<file path="src/rtl/rv32i_decode_exec_unit_pkg.sv">
// Shared encodings for the RV32I decode/execute slice: ALU ops, major opcodes, constants.
package rv32i_decode_exec_unit_pkg;

  typedef enum logic [3:0] {
    AluNone = 4'd0,
    AluAdd  = 4'd1,
    AluSub  = 4'd2,
    AluSll  = 4'd3,
    AluSlt  = 4'd4,
    AluSltu = 4'd5,
    AluXor  = 4'd6,
    AluSrl  = 4'd7,
    AluSra  = 4'd8,
    AluOr   = 4'd9,
    AluAnd  = 4'd10,
    AluEq   = 4'd11,
    AluNe   = 4'd12,
    AluGe   = 4'd13,
    AluGeu  = 4'd14
  } alu_op_e;

  localparam logic [6:0] OpcOp     = 7'b0110011;
  localparam logic [6:0] OpcOpImm  = 7'b0010011;
  localparam logic [6:0] OpcLoad   = 7'b0000011;
  localparam logic [6:0] OpcStore  = 7'b0100011;
  localparam logic [6:0] OpcBranch = 7'b1100011;
  localparam logic [6:0] OpcJal    = 7'b1101111;
  localparam logic [6:0] OpcJalr   = 7'b1100111;
  localparam logic [6:0] OpcLui    = 7'b0110111;
  localparam logic [6:0] OpcFence  = 7'b0001111;

  localparam logic [6:0] F7Base = 7'b0000000;
  localparam logic [6:0] F7Alt  = 7'b0100000;

  localparam logic [31:0] NOP   = 32'h0000_0013;
  localparam logic        TRUE  = 1'b1;
  localparam logic        FALSE = 1'b0;

endpackage

</file>
<file path="src/rtl/rv32i_alu_core.sv">
// Pure combinational RV32I ALU datapath; compare ops return 0/1.
module rv32i_alu_core
  import rv32i_decode_exec_unit_pkg::*;
(
  input  logic [3:0]  i_alu_op,
  input  logic [31:0] i_src1,
  input  logic [31:0] i_src2,
  output logic [31:0] o_result
);

  logic [4:0] w_shamt;
  assign w_shamt = i_src2[4:0];

  always_comb begin
    o_result = '0;
    case (i_alu_op)
      AluAdd:  o_result = i_src1 + i_src2;
      AluSub:  o_result = i_src1 - i_src2;
      AluSll:  o_result = i_src1 << w_shamt;
      AluSlt:  o_result = {31'd0, $signed(i_src1) < $signed(i_src2)};
      AluSltu: o_result = {31'd0, i_src1 < i_src2};
      AluXor:  o_result = i_src1 ^ i_src2;
      AluSrl:  o_result = i_src1 >> w_shamt;
      AluSra:  o_result = $unsigned($signed(i_src1) >>> w_shamt);
      AluOr:   o_result = i_src1 | i_src2;
      AluAnd:  o_result = i_src1 & i_src2;
      AluEq:   o_result = {31'd0, i_src1 == i_src2};
      AluNe:   o_result = {31'd0, i_src1 != i_src2};
      AluGe:   o_result = {31'd0, $signed(i_src1) >= $signed(i_src2)};
      AluGeu:  o_result = {31'd0, i_src1 >= i_src2};
      default: o_result = '0;
    endcase
  end

endmodule

</file>
<file path="src/rtl/rv32i_decode_exec_unit.sv">
// RV32I ID decoder, EX operand forwarding and ALU, plus a sticky illegal-instruction flag.
module rv32i_decode_exec_unit
  import rv32i_decode_exec_unit_pkg::*;
(
  input  logic        i_clk,
  input  logic        i_rst_n,
  input  logic [31:0] i_instr,
  output logic        o_jal,
  output logic        o_jalr,
  output logic        o_branch,
  output logic        o_mem_read,
  output logic        o_mem_write,
  output logic        o_alu_src,
  output logic        o_reg_write,
  output logic [3:0]  o_alu_op,
  output logic [31:0] o_imm,
  output logic [4:0]  o_rs1_addr,
  output logic [4:0]  o_rs2_addr,
  output logic [4:0]  o_rd_addr,
  output logic        o_illegal,
  output logic        o_illegal_seen,
  input  logic [4:0]  i_ex_rs1_addr,
  input  logic [4:0]  i_ex_rs2_addr,
  input  logic [31:0] i_ex_rs1_val,
  input  logic [31:0] i_ex_rs2_val,
  input  logic [3:0]  i_ex_alu_op,
  input  logic        i_ex_alu_src,
  input  logic [31:0] i_ex_imm,
  input  logic        i_mem_reg_write,
  input  logic [4:0]  i_mem_rd_addr,
  input  logic [31:0] i_mem_rd_val,
  input  logic [4:0]  i_wb_rd_addr,
  input  logic [31:0] i_wb_rd_val,
  output logic [31:0] o_rs1_fwd,
  output logic [31:0] o_rs2_fwd,
  output logic [31:0] o_alu_result
);

  logic [6:0]  w_opc, w_f7;
  logic [2:0]  w_f3;
  logic [31:0] w_imm_i, w_imm_s, w_imm_b, w_imm_u, w_imm_j;
  logic        w_jal, w_jalr, w_branch, w_mem_read, w_mem_write, w_alu_src, w_reg_write;
  logic        w_illegal, w_use_rs1, w_use_rs2, w_rw_final;
  alu_op_e     w_alu_op;
  logic [31:0] w_imm, w_src2;
  logic        r_illegal_seen;

  assign w_opc = i_instr[6:0];
  assign w_f3  = i_instr[14:12];
  assign w_f7  = i_instr[31:25];

  assign w_imm_i = {{20{i_instr[31]}}, i_instr[31:20]};
  assign w_imm_s = {{20{i_instr[31]}}, i_instr[31:25], i_instr[11:7]};
  assign w_imm_b = {{19{i_instr[31]}}, i_instr[31], i_instr[7], i_instr[30:25],
                    i_instr[11:8], 1'b0};
  assign w_imm_u = {i_instr[31:12], 12'd0};
  assign w_imm_j = {{11{i_instr[31]}}, i_instr[31], i_instr[19:12], i_instr[20],
                    i_instr[30:21], 1'b0};

  always_comb begin
    w_jal = FALSE; w_jalr = FALSE; w_branch = FALSE; w_mem_read = FALSE;
    w_mem_write = FALSE; w_alu_src = FALSE; w_reg_write = FALSE;
    w_illegal = FALSE; w_use_rs1 = FALSE; w_use_rs2 = FALSE;
    w_alu_op = AluNone;
    w_imm = '0;
    case (w_opc)
      OpcOp: begin
        w_reg_write = TRUE; w_use_rs1 = TRUE; w_use_rs2 = TRUE;
        case (w_f3)
          3'b000:  w_alu_op = (w_f7 == F7Alt) ? AluSub : AluAdd;
          3'b001:  w_alu_op = AluSll;
          3'b010:  w_alu_op = AluSlt;
          3'b011:  w_alu_op = AluSltu;
          3'b100:  w_alu_op = AluXor;
          3'b101:  w_alu_op = (w_f7 == F7Alt) ? AluSra : AluSrl;
          3'b110:  w_alu_op = AluOr;
          default: w_alu_op = AluAnd;
        endcase
        if (!(w_f7 == F7Base || (w_f7 == F7Alt && (w_f3 == 3'b000 || w_f3 == 3'b101))))
          w_illegal = TRUE;
      end
      OpcOpImm: begin
        w_reg_write = TRUE; w_alu_src = TRUE; w_use_rs1 = TRUE; w_imm = w_imm_i;
        case (w_f3)
          3'b000:  w_alu_op = AluAdd;
          3'b001:  w_alu_op = AluSll;
          3'b010:  w_alu_op = AluSlt;
          3'b011:  w_alu_op = AluSltu;
          3'b100:  w_alu_op = AluXor;
          3'b101:  w_alu_op = (w_f7 == F7Alt) ? AluSra : AluSrl;
          3'b110:  w_alu_op = AluOr;
          default: w_alu_op = AluAnd;
        endcase
        if ((w_f3 == 3'b001 && w_f7 != F7Base) ||
            (w_f3 == 3'b101 && w_f7 != F7Base && w_f7 != F7Alt))
          w_illegal = TRUE;
      end
      OpcLoad: begin
        w_mem_read = TRUE; w_reg_write = TRUE; w_alu_src = TRUE; w_use_rs1 = TRUE;
        w_alu_op = AluAdd; w_imm = w_imm_i;
        w_illegal = (w_f3 != 3'b010);
      end
      OpcStore: begin
        w_mem_write = TRUE; w_alu_src = TRUE; w_use_rs1 = TRUE; w_use_rs2 = TRUE;
        w_alu_op = AluAdd; w_imm = w_imm_s;
        w_illegal = (w_f3 != 3'b010);
      end
      OpcBranch: begin
        w_branch = TRUE; w_use_rs1 = TRUE; w_use_rs2 = TRUE; w_imm = w_imm_b;
        case (w_f3)
          3'b000:  w_alu_op = AluEq;
          3'b001:  w_alu_op = AluNe;
          3'b100:  w_alu_op = AluSlt;
          3'b101:  w_alu_op = AluGe;
          3'b110:  w_alu_op = AluSltu;
          3'b111:  w_alu_op = AluGeu;
          default: w_illegal = TRUE;
        endcase
      end
      OpcJal: begin
        w_jal = TRUE; w_reg_write = TRUE; w_imm = w_imm_j;
      end
      OpcJalr: begin
        w_jalr = TRUE; w_reg_write = TRUE; w_alu_src = TRUE; w_use_rs1 = TRUE;
        w_alu_op = AluAdd; w_imm = w_imm_i;
        w_illegal = (w_f3 != 3'b000);
      end
      OpcLui: begin
        w_reg_write = TRUE; w_alu_src = TRUE; w_alu_op = AluAdd; w_imm = w_imm_u;
      end
      OpcFence: ;
      default: w_illegal = TRUE;
    endcase
    // An illegal instruction must look exactly like a bubble downstream.
    if (w_illegal) begin
      w_jal = FALSE; w_jalr = FALSE; w_branch = FALSE; w_mem_read = FALSE;
      w_mem_write = FALSE; w_alu_src = FALSE; w_reg_write = FALSE;
      w_use_rs1 = FALSE; w_use_rs2 = FALSE;
      w_alu_op = AluNone; w_imm = '0;
    end
  end

  assign w_rw_final  = w_reg_write && (i_instr[11:7] != 5'd0);
  assign o_jal       = w_jal;
  assign o_jalr      = w_jalr;
  assign o_branch    = w_branch;
  assign o_mem_read  = w_mem_read;
  assign o_mem_write = w_mem_write;
  assign o_alu_src   = w_alu_src;
  assign o_reg_write = w_rw_final;
  assign o_alu_op    = w_alu_op;
  assign o_imm       = w_imm;
  assign o_illegal   = w_illegal;
  assign o_rs1_addr  = w_use_rs1 ? i_instr[19:15] : 5'd0;
  assign o_rs2_addr  = w_use_rs2 ? i_instr[24:20] : 5'd0;
  assign o_rd_addr   = w_rw_final ? i_instr[11:7] : 5'd0;

  // MEM beats WB; x0 never matches.
  always_comb begin
    o_rs1_fwd = i_ex_rs1_val;
    if (i_mem_reg_write && i_mem_rd_addr != 5'd0 && i_mem_rd_addr == i_ex_rs1_addr)
      o_rs1_fwd = i_mem_rd_val;
    else if (i_wb_rd_addr != 5'd0 && i_wb_rd_addr == i_ex_rs1_addr)
      o_rs1_fwd = i_wb_rd_val;
  end

  always_comb begin
    o_rs2_fwd = i_ex_rs2_val;
    if (i_mem_reg_write && i_mem_rd_addr != 5'd0 && i_mem_rd_addr == i_ex_rs2_addr)
      o_rs2_fwd = i_mem_rd_val;
    else if (i_wb_rd_addr != 5'd0 && i_wb_rd_addr == i_ex_rs2_addr)
      o_rs2_fwd = i_wb_rd_val;
  end

  assign w_src2 = i_ex_alu_src ? i_ex_imm : o_rs2_fwd;

  rv32i_alu_core u_alu (
    .i_alu_op (i_ex_alu_op),
    .i_src1   (o_rs1_fwd),
    .i_src2   (w_src2),
    .o_result (o_alu_result)
  );

  always_ff @(posedge i_clk or negedge i_rst_n) begin
    if (!i_rst_n) r_illegal_seen <= 1'b0;
    else if (w_illegal) r_illegal_seen <= 1'b1;
  end

  assign o_illegal_seen = r_illegal_seen;

endmodule

</file>
<file path="config.mk">
export PLATFORM = sky130hd
export DESIGN_NAME = rv32i_decode_exec_unit
export DESIGN_NICKNAME = d
export VERILOG_FILES = /design/src/rtl/rv32i_decode_exec_unit_pkg.sv /design/src/rtl/rv32i_alu_core.sv /design/src/rtl/rv32i_decode_exec_unit.sv
export SDC_FILE = /design/constraint.sdc
export NUM_CORES = 1
export LEC_CHECK = 0
export ABC_AREA = 1
export CAP_MARGIN = 20
export CORE_AREA = 2 2 169 171
export DETAILED_ROUTE_END_ITERATION = 7
export DIE_AREA = 0 0 171 173
export PLACE_DENSITY = 0.78
export SETUP_SLACK_MARGIN = 0.02
export SYNTH_ARGS = -nofsm -noshare
export SYNTH_HDL_FRONTEND = slang
export SYNTH_SLANG_ARGS = --single-unit
</file>
<file path="constraint.sdc">
create_clock -name i_clk -period 5.9 [get_ports i_clk]
set_input_delay 0.59 -clock i_clk [delete_from_list [all_inputs] [get_ports i_clk]]
set_output_delay 0.59 -clock i_clk [all_outputs]
set_load 0.01 [all_outputs]
</file>
==> qor.yml <==
fin_util_pct: 67.66
netlist_instances: 2503
final_common_cell: "nand2_1"
fmax_mhz: 168.6
clkLatencyLatePin_ps: 0
critPathLaunch: "i_wb_rd_addr[0]"
wl_met2_um: 29750
fp.dieArea_um2: 29580
crit_arrival_ps: 5340
nFillCells: 2646
largest_register_ffs: 1
via_count: 20590
comb_power_share_pct: 99.7
p_sw_w: 0.001440
synthFlopType: "dfrtp_1"
synth_compound_area_share_pct: 21.67
violations: "negative setup slack"
synth_top_cell_area_share_pct: 19.74
pwr-share-clk_pct: 0
ant_nets: 0
core_area_um2: 27630
stdcell_area_um2: 18690
wl_met3_um: 11690
synth.area.top_cells: "nand2_1 (20%), nand3_1 (16%), ha_1 (9.6%)"
synth_warnings: 0
yosysTopAreaCell: "nand2_1"
setup_viol: 1
setup_slack_ps: -31.54
totalWireLength_um: 75550
synth.distinct_cells: 57
grt_usage_pct: 48.53
slew-limit-headroom_pct: 31.36
synth_area_per_cell_um2: 5.052
hpwlAfterDp_um: 61090
syn2layout_area_growth_pct: 47.84
synthMuxAreaShare_pct: 0
async_reset_ff_share_pct: 100.0
grt_pass1_vias: 18710
endpoint: "o_alu_result[28]"
leakagePower_nw: 9.590
netlist_area_um2: 12640
die_y_um: 173
fin_crit_sh_pct: 100.5
worst-path-max-fanout: 9
dr.max_layer_used: "met5"
critPathLaunchType: "input pin"
max_slew.worst_pin.slew_ps: 1022
final_hold_viol_count: 0
critical_path_class: "in2out"
wl_per_cell_um: 22.14
rsz0062_at_grt: "true"
routed_via_density: 6.033
yosysSeqAreaShare_pct: 0.1979
synthAdderAreaFrac_pct: 9.915
firstDrtPassIters: 7
r2r_setup_slack_ps: 5120
skew_ps: 0
first_iter_violations: 3178
swShare_pct: 60.34
peakVddDrop_uv: 67.94
drc: 0
path_clk_slew_ps: 0
nets: 3353
reg2reg_depth: 1
r2r_start: "o_illegal_seen"
final_layout_size_suffix_gt1_share_pct: 14.84
met1Wirelength_um: 27010
crit_required_ps: 5310
yosys.area_share.simple_pct: 50.83
syn-num-nets: 2822
row_count: 61
overflow: 0
synth_top_family_by_area: "simple AND/OR/NAND/NOR gates"
status: "finished, violations left"
drv_slew: 0
start_util_pct: 45.77
min_period_ps: 5932
p_int_w: 0.0009462
hold_buffers: 0
p_seq_share_pct: 0.3
multi_input_area_um2: 10910
routabilityCongestion: 1.145
place_ws_ps: -410.0
regArea_um2: 25.02
num_io_pins: 376
hold_path_class: "reg2reg"
fp.dieW_um: 171
p_per_area_nw_per_um2: 127.6
io_buffers: 375
cap_violations: 0
grt_start_max_net_pins: 72
cp-end-kind: "primary output"
antenna_found_initial: 4
mostFrequentLayoutCells: "nand2_1 (658), nand3_1 (389), clkdlybuf4s50_1 (354), inv_1 (307), buf_4 (271)"
grt_pass1_wl_um: 111000
ys_ff_latch: 1
r2r-end: "o_illegal_seen"
postPlaceCellArea_um2: 18350
synthXorXnorAreaFrac_pct: 1.870
synth_edf_count: 0
## cell families (layout without fill, tap and decap cells)
logic type / Yosys count / count (layout)
buf+inv: 456 / 985
other cells: 0 / 2
flops: 1 / 1
compound gates: 468 / 468
fa+ha+maj: 99 / 99
simple gates: 1452 / 1452
xor+xnor: 27 / 27
## critical path, cell delays in order
cell and delay [ps]:
clkdlybuf4s50_1 540, inv_1 60, nand2_1 60, nand2_1 80
nor2_2 150, nand3_4 120, buf_12 160, buf_4 140
nor2_1 80, o22ai_1 160, o21ai_1 280, inv_1 90
ha_1 320, buf_4 170, a21oi_1 250, o21ai_0 170
a21oi_1 210, nand3_2 150, a21o_1 230, nand2_1 70
nand2_1 100, a31oi_1 200, nor2_1 60, nor2_1 80
nand2_1 80, nand3_1 180, clkdlybuf4s50_1 570
## through the flow
step	hold WS [ps]	setup TNS, ps	cells	total power, W
2_1_floorplan	294.4	0	2503	0.001166
3_3_place_gp	465.3	-2683	3404	0.002203
3_5_place_dp	471.0	-4390	3404	0.002222
4_1_cts	472.2	0	3405	0.002239
5_1_grt	495.9	-1223	3410	0.002521
6_report	472.4	-31.54	3412	0.002386
## timing repair
item / 4_1_cts / 5_1_grt
setup buffers: 0 / 5
resized for setup: 28 / 67
gates cloned: 1 / 0
pin swaps: 3 / 16
endpoints found under the setup margin: 20 / 27
## how the worst min path moves through the flow
stage          depth (start not counted)           start        endpoint  slack, ps
2_1_floorplan                          0         i_rst_n  o_illegal_seen        290
3_3_place_gp                           1  o_illegal_seen  o_illegal_seen        470
3_5_place_dp                           1  o_illegal_seen  o_illegal_seen        470
4_1_cts                                1  o_illegal_seen  o_illegal_seen        470
5_1_grt                                1  o_illegal_seen  o_illegal_seen        500
6_report                               1  o_illegal_seen  o_illegal_seen        470
## per-layer routing
metal / global-route usage (%) / vias to the layer above
met2: 70.25 / 1782
met5: 0 / -
li1: - / 9322
met1: 60.55 / 9096
met3: 14.37 / 384
met4: 35.13 / 2
## power by group through the flow
stage / Clock, W / Combinational, W / Sequential (W)
CTS: 0 / 0.00223 / 0.00000698
global placement: 0 / 0.00220 / 0.00000698
floorplan: 0 / 0.00116 / 0.00000699
finish: 0.0000000000134 / 0.00238 / 0.00000698
detailed placement: 0 / 0.00221 / 0.00000698
global route: 0 / 0.00251 / 0.00000698
## final cells by class
cell class / count / share of cell area [%]
Antenna cell: 2 / 0.02677
Timing Repair Buffer: 657 / 32.35
Sequential cell: 1 / 0.1339
Multi-Input combinational cell: 2046 / 58.35
Tap cell: 378 / 2.530
Inverter: 328 / 6.613
## cell usage after synthesis, types with 16 or more instances
cell type	number
a211oi_1	17
a21oi_1	155
buf_2	38
buf_4	19
clkbuf_1	52
ha_1	97
inv_1	309
inv_2	16
nand2_1	665
nand2_2	19
nand3_1	394
nand4_1	19
nor2_1	243
nor3_1	25
o21ai_0	142
o21ai_1	25
o22ai_1	36
or2_2	35
Power figures use the tool's default switching activity.
